**src/rtl/mem_arbiter_pkg.sv**
```systemverilog
// Shared memory-port types and arbiter sizing for the cache front-ends.
package mem_arbiter_pkg;

  localparam int XLEN     = 32;
  localparam int BLK_W    = 64;
  localparam int TAG_W    = 4;
  localparam int ARB_REQ  = 3;
  localparam int ARB_TAGS = 1 << TAG_W;
  localparam int OWNER_W  = (ARB_REQ > 1) ? $clog2(ARB_REQ) : 1;

  typedef logic [XLEN-1:0]    xlen_t;
  typedef logic [BLK_W-1:0]   mem_blk_t;
  typedef logic [TAG_W-1:0]   mem_tag_t;
  typedef logic [OWNER_W-1:0] arb_owner_t;

  typedef enum logic [1:0] {
    MEM_CMD_NONE  = 2'd0,
    MEM_CMD_LOAD  = 2'd1,
    MEM_CMD_STORE = 2'd2
  } mem_cmd_t;

endpackage

```
**src/rtl/mem_if.sv**
```systemverilog
// Memory port: the device side issues queries, memory returns ack tags and answers.
interface mem_if;
  import mem_arbiter_pkg::*;

  mem_cmd_t qry_cmd;
  xlen_t    qry_idx;
  mem_blk_t qry_blk;
  mem_tag_t ack;
  mem_tag_t ans_tag;
  mem_blk_t ans_blk;

  // Handshake: a query is held until memory returns a nonzero ack in the same cycle;
  // ack == 0 means not accepted, ans_tag == 0 means no answer this cycle.
  modport dev (output qry_cmd, output qry_idx, output qry_blk,
               input ack, input ans_tag, input ans_blk);
  modport mem (input qry_cmd, input qry_idx, input qry_blk,
               output ack, output ans_tag, output ans_blk);
endinterface

```
**src/rtl/rr_picker.sv**
```systemverilog
// Combinational round-robin pick: first active index at or after ptr, wrapping modulo N.
module rr_picker #(
  parameter int N = 3,
  localparam int W = (N > 1) ? $clog2(N) : 1
) (
  input  logic [N-1:0] active,
  input  logic [W-1:0] ptr,
  output logic         grant_valid,
  output logic [W-1:0] grant_idx
);

  logic [W-1:0] cand;

  // Scan from the farthest offset down so the nearest active index is written last.
  always_comb begin
    grant_valid = 1'b0;
    grant_idx   = '0;
    cand        = '0;
    for (int off = N - 1; off >= 0; off--) begin
      cand = W'((int'(ptr) + off) % N);
      if (active[cand]) begin
        grant_valid = 1'b1;
        grant_idx   = cand;
      end
    end
  end

endmodule

```
**src/rtl/mem_arbiter.sv**
```systemverilog
// Round-robin sharing of the memory port among cache requesters, with per-tag
// ownership tracking so each load answer is steered back to its issuer.
module mem_arbiter
  import mem_arbiter_pkg::*;
#(
  parameter int REQ  = ARB_REQ,
  parameter int TAGS = ARB_TAGS
) (
  input  logic            clock,
  input  logic            reset,
  input  mem_cmd_t        req_cmd [REQ],
  input  xlen_t           req_idx [REQ],
  input  mem_blk_t        req_blk [REQ],
  output mem_tag_t        req_ack [REQ],
  output logic [REQ-1:0]  rsp_valid,
  output mem_blk_t        rsp_blk,
  output mem_tag_t        rsp_tag,
  mem_if.dev              memory,
  output logic            err,
  output arb_owner_t      dbg_ptr,
  output logic [TAGS-1:0] dbg_tbl_valid
);

  logic [REQ-1:0]  active;
  logic            grant_valid;
  arb_owner_t      grant_idx;
  arb_owner_t      ptr;
  arb_owner_t      ptr_next;
  logic [TAGS-1:0] tbl_valid;
  arb_owner_t      tbl_owner [TAGS];
  logic            accepted;
  logic            load_set;
  logic            ans_known;
  logic            ans_unknown;
  logic            tag_reuse;

  always_comb begin
    for (int i = 0; i < REQ; i++) active[i] = (req_cmd[i] != MEM_CMD_NONE);
  end

  rr_picker #(.N(REQ)) u_picker (
    .active      (active),
    .ptr         (ptr),
    .grant_valid (grant_valid),
    .grant_idx   (grant_idx)
  );

  always_comb begin
    memory.qry_cmd = MEM_CMD_NONE;
    memory.qry_idx = '0;
    memory.qry_blk = '0;
    if (grant_valid) begin
      memory.qry_cmd = req_cmd[grant_idx];
      memory.qry_idx = req_idx[grant_idx];
      memory.qry_blk = req_blk[grant_idx];
    end
  end

  always_comb begin
    for (int i = 0; i < REQ; i++) begin
      req_ack[i] = (grant_valid && grant_idx == arb_owner_t'(i)) ? memory.ack : '0;
    end
  end

  assign accepted    = grant_valid && (memory.ack != '0);
  assign load_set    = accepted && (req_cmd[grant_idx] == MEM_CMD_LOAD);
  assign ans_known   = (memory.ans_tag != '0) && tbl_valid[memory.ans_tag];
  assign ans_unknown = (memory.ans_tag != '0) && !tbl_valid[memory.ans_tag];
  // An entry being answered this same cycle frees up legitimately; only a live entry is a reuse.
  assign tag_reuse   = load_set && tbl_valid[memory.ack]
                       && !(ans_known && memory.ans_tag == memory.ack);
  assign ptr_next    = (grant_idx == arb_owner_t'(REQ - 1)) ? '0 : grant_idx + 1'b1;

  always_comb begin
    rsp_valid = '0;
    rsp_blk   = '0;
    rsp_tag   = '0;
    if (ans_known) begin
      rsp_valid[tbl_owner[memory.ans_tag]] = 1'b1;
      rsp_blk = memory.ans_blk;
      rsp_tag = memory.ans_tag;
    end
  end

  // The set is written after the clear so a same-tag re-issue records the new owner.
  always_ff @(posedge clock) begin
    if (reset) begin
      ptr       <= '0;
      tbl_valid <= '0;
      err       <= 1'b0;
    end else begin
      if (accepted) ptr <= ptr_next;
      if (ans_known) tbl_valid[memory.ans_tag] <= 1'b0;
      if (load_set) tbl_valid[memory.ack] <= 1'b1;
      if (tag_reuse || ans_unknown) err <= 1'b1;
    end
  end

  always_ff @(posedge clock) begin
    if (load_set) tbl_owner[memory.ack] <= grant_idx;
  end

  assign dbg_ptr       = ptr;
  assign dbg_tbl_valid = tbl_valid;

endmodule
```
**src/flat_wrapper.sv**
```systemverilog
// flat-port wrapper written by rule: the top's interface ports become plain ports
module mem_arbiter_flat import mem_arbiter_pkg::*;
#(
  parameter int REQ  = ARB_REQ,
  parameter int TAGS = ARB_TAGS
)
  (clock, reset, req_cmd, req_idx, req_blk, req_ack, rsp_valid, rsp_blk, rsp_tag, err, dbg_ptr, dbg_tbl_valid, memory_qry_cmd, memory_qry_idx, memory_qry_blk, memory_ack, memory_ans_tag, memory_ans_blk);
  mem_if memory_i ();
  input  logic clock;
  input  logic reset;
  input  mem_cmd_t req_cmd[REQ];
  input  xlen_t req_idx[REQ];
  input  mem_blk_t req_blk[REQ];
  output mem_tag_t req_ack[REQ];
  output logic [REQ-1:0] rsp_valid;
  output mem_blk_t rsp_blk;
  output mem_tag_t rsp_tag;
  output logic err;
  output arb_owner_t dbg_ptr;
  output logic [TAGS-1:0] dbg_tbl_valid;
  output wire logic [$bits(memory_i.qry_cmd)-1:0] memory_qry_cmd;
  output wire logic [$bits(memory_i.qry_idx)-1:0] memory_qry_idx;
  output wire logic [$bits(memory_i.qry_blk)-1:0] memory_qry_blk;
  input wire logic [$bits(memory_i.ack)-1:0] memory_ack;
  input wire logic [$bits(memory_i.ans_tag)-1:0] memory_ans_tag;
  input wire logic [$bits(memory_i.ans_blk)-1:0] memory_ans_blk;
  assign memory_qry_cmd = memory_i.qry_cmd;
  assign memory_qry_idx = memory_i.qry_idx;
  assign memory_qry_blk = memory_i.qry_blk;
  assign memory_i.ack = memory_ack;
  assign memory_i.ans_tag = memory_ans_tag;
  assign memory_i.ans_blk = memory_ans_blk;
  mem_arbiter #(.REQ(REQ), .TAGS(TAGS)) u_core (.clock(clock), .reset(reset), .req_cmd(req_cmd), .req_idx(req_idx), .req_blk(req_blk), .req_ack(req_ack), .rsp_valid(rsp_valid), .rsp_blk(rsp_blk), .rsp_tag(rsp_tag), .memory(memory_i), .err(err), .dbg_ptr(dbg_ptr), .dbg_tbl_valid(dbg_tbl_valid));
endmodule
```
**config.mk**
```make
export PLATFORM = sky130hd
export DESIGN_NAME = mem_arbiter_flat
export DESIGN_NICKNAME = d
export VERILOG_FILES = /design/src/rtl/mem_arbiter_pkg.sv /design/src/rtl/mem_if.sv /design/src/rtl/rr_picker.sv /design/src/rtl/mem_arbiter.sv /design/src/flat_wrapper.sv
export SDC_FILE = /design/constraint.sdc
export NUM_CORES = 1
export LEC_CHECK = 0
export CORE_AREA = 2 2 222 224
export CTS_CLUSTER_DIAMETER = 30
export DETAILED_ROUTE_END_ITERATION = 10
export DIE_AREA = 0 0 224 226
export PLACE_DENSITY = 0.39
export SYNTH_ARGS = -nofsm -noshare
export SYNTH_HDL_FRONTEND = slang
export SYNTH_SLANG_ARGS = --single-unit
```
**constraint.sdc**
```tcl
create_clock -name clock -period 4.4 [get_ports clock]
set_clock_uncertainty 0.15 [all_clocks]
set_input_delay 1.1 -clock clock [delete_from_list [all_inputs] [get_ports clock]]
set_output_delay 1.1 -clock clock [all_outputs]
set_load 0.02 [all_outputs]
```
==> results by group <==
Synthesis
  • Area leader, netlist: edfxtp_1
  • Library cells used by synthesis: 53
  • Mapped Area: 4890 um2
  • Synth cell count leaders: a222oi_1, and2_1, inv_1
  • Yosys warnings: 0
  • Area contributors post-synth: edfxtp_1, a222oi_1, and2_1
  • Synth top area share: 19.6%
  • EDFF count, synth: 32
  • Share of synthesized registers carrying an async set or reset: 0%
  • Top_reg_cell synth: edfxtp_1
  • Avg Cell Area, Syn: 8.63 um2
  • Cells after Synth: 567
  • Count leader, synth: a222oi_1
  • Yosys reg bits: 51
  • Part of the Yosys area used for sequential elements: 27.4%

Detailed routing
  • Drt drc: 0
  • Wire per inst: 21.5 um
  • Routed via count: 7461
  • 1st-pass router iterations: 9
  • Via density: 4.13
  • DR iter-0 viols: 647
  • Detailed Route WL: 38800 um
  • Post-DRT Antenna Nets: 0

Final layout
  • Layout fillers: 5220
  • FF/Latch Area: 1340 um2
  • Area Overhead vs Synth: 150%
  • Nets: 1554
  • Final instance area: 12200 um2
  • Multi-input gate area: 3090 um2
  • Share of cells above drive strength 1: 22.3%

Placed design
  • Placer Congestion: 0.814
  • Port bufs: 567
  • DP Wirelength: 31900 um
  • Placed cell area: 12000 um2

STA
  • Slew headroom: 52.1%
  • Finish-stage setup viols: 5
  • Max Slew Vio Count: 0
  • Final min period: 4530 ps
  • Least-Margin Pin Slew: 711 ps
  • Period Utilization, post-route: 103%
  • RSZ-0062 raised after global routing: true
  • Final Hold Fails: 0
  • FMAX: 0.221 GHz
  • Fin worst setup slack: -126 ps

GRT
  • Initial antenna violation count: 4
  • GRT met3 Usage: 3.54%
  • First-pass GRT wire length: 52800 um
  • Global route overflow: 0
  • Overall global routing resource usage: 14.1%
  • Routing usage on met1: 15.0%
  • Largest net degree at the start of global routing: 51
  • Vias in the first global route: 7765
  • Busiest grt layer: met2
  • M2 GR Usage: 28.2%

Status
  • Outcome: finished, violations left
  • Failing checks: negative setup slack

Setup path
  • CP Max Fanout: 6
  • Element type at the critical path end: output pin
  • Critical Path AT: 3280 ps
  • Worst EP required: 3150 ps
  • Setup CP Type: input port to output pin
  • Critical path startpoint category: input port

CTS
  • Clock-pin slew on the worst setup and hold paths: 70 ps
  • Cts bufs inserted: 5
  • # clock sinks: 51
  • TritonCTS clock tree: built
  • CTS Buffer Depth: 2
  • H-tree depth: 2
  • Clk Latency, worst-skew pair: 300 ps
  • Root Buffer: clkbuf_16
  • Cts hold-fix bufs: 0

Run
  • Maxcap violations: 0

Floorplan
  • Die Y: 226 um
  • I/O Pins: 568
  • Site Rows: 81
  • Core area: 48300 um2
  • Die W: 224 um
  • Initial Utilization: 10.1%
  • Die ar.: 50600 um2

Pwr
  • Pwr Total: 7210 uW
  • VDD IR max: 0.376 mV
  • P per Cell Area: 590 nW/um2
  • Leak pwr: 0.00544 uW

Worst hold path
  • Hold/Removal Path Class: flop to flop
==> worst paths after layout <==
| check | from | end | slack, ps | cells after the start |
|---|---|---|---|---|
| min | u_core.err | u_core.err | 360 | 2 |
| min reg2reg | u_core.err | u_core.err | 360 | 2 |
| max | req_cmd[4] | memory_qry_idx[8] | -130 | 10 |
| max reg2reg | u_core.dbg_ptr[0] | u_core.tbl_owner[2][0] | 900 | 11 |
==> what timing repair did <==
| action | in CTS | in global routing |
|---|---|---|
| buffers inserted | 6 | 6 |
| endpoints found under the setup margin | 180 | 94 |
| pin swaps | 20 | 16 |
| resized for setup | 312 | 106 |
| gates cloned | 1 | 4 |
==> placed cells by master, fill, tap and decap left out, types with 12 or more instances in the layout <==
cell type,count
clkbuf_2,16
edfxtp_1,32
nor2_1,31
o31ai_1,12
clkdlybuf4s15_2,15
o211ai_1,12
a22oi_1,12
dlymetal6s2s_1,42
and2_1,72
o21ai_0,14
inv_1,61
nand2_1,22
dfxtp_1,19
buf_4,105
a222oi_1,84
buf_2,28
clkdlybuf4s50_1,378
dlygate4sd2_1,48
buf_6,12
buf_12,20
mux4_2,15
nor3_1,17
==> logic make-up (layout without fill, tap and decap cells) <==
family | after synthesis | count (layout) | synth area share [%]
mux | 24 | 24 | 8.80
flops | 51 | 51 | 27.4
xor+xnor | 4 | 4 | 0.716
other cells | 1 | 4 | 0.0767
fa+ha+maj | 2 | 2 | 0.511
buf+inv | 135 | 750 | 11.7
simple gates | 181 | 181 | 20.7
compound gates | 169 | 170 | 30.1
==> routing by layer <==
metal	up-vias	share of wire, %
li1	3446	-
met3	14	8.4
met4	2	0.57
met2	438	55
met5	-	0.041
met1	3561	36
==> state kept, by name (all words and copies together), names as in the netlist <==
name	flops
u_core.dbg_ptr	2
u_core.dbg_tbl_valid	16
u_core.err	1
u_core.tbl_owner	32
==> final cells by class <==
| cell class | count | area share [%] |
|---|---|---|
| antenna | 2 | 0.0410 |
| multi-input combinational | 383 | 25.3 |
| inverter | 70 | 2.17 |
| clock buffer | 5 | 1.02 |
| tap | 622 | 6.37 |
| timing repair buffer | 673 | 54.0 |
| clock inverter | 2 | 0.113 |
| sequential | 51 | 11.0 |
==> worst max-delay path, stage by stage <==
cell      delay (ps)
buf_8            100
nor3b_4          210
nor3_2            70
or4_4            510
nor2b_4          170
buf_6            140
a222oi_1         580
buf_4            230
inv_2             40
buf_12           120
==> where the power goes <==
| group | switching [uW] | internal, uW |
|---|---|---|
| sequential | 21.0 | 590 |
| combinational | 3360 | 2850 |
| clock | 176 | 207 |
==> per-stage QoR <==
stage	setup WS, ps	utilization [%]	cells	hold slack, ps	setup TNS (ps)
floorplan	74.2	-	568	411	0
global placement	-693	24.7	1786	354	-91370
detailed placement	-688	24.7	1786	352	-93330
CTS	-276	24.9	1797	371	-13050
global route	-211	25.3	1808	409	-2060
finish	-126	25.3	1808	365	-448
(Power assumes the default switching activity.)
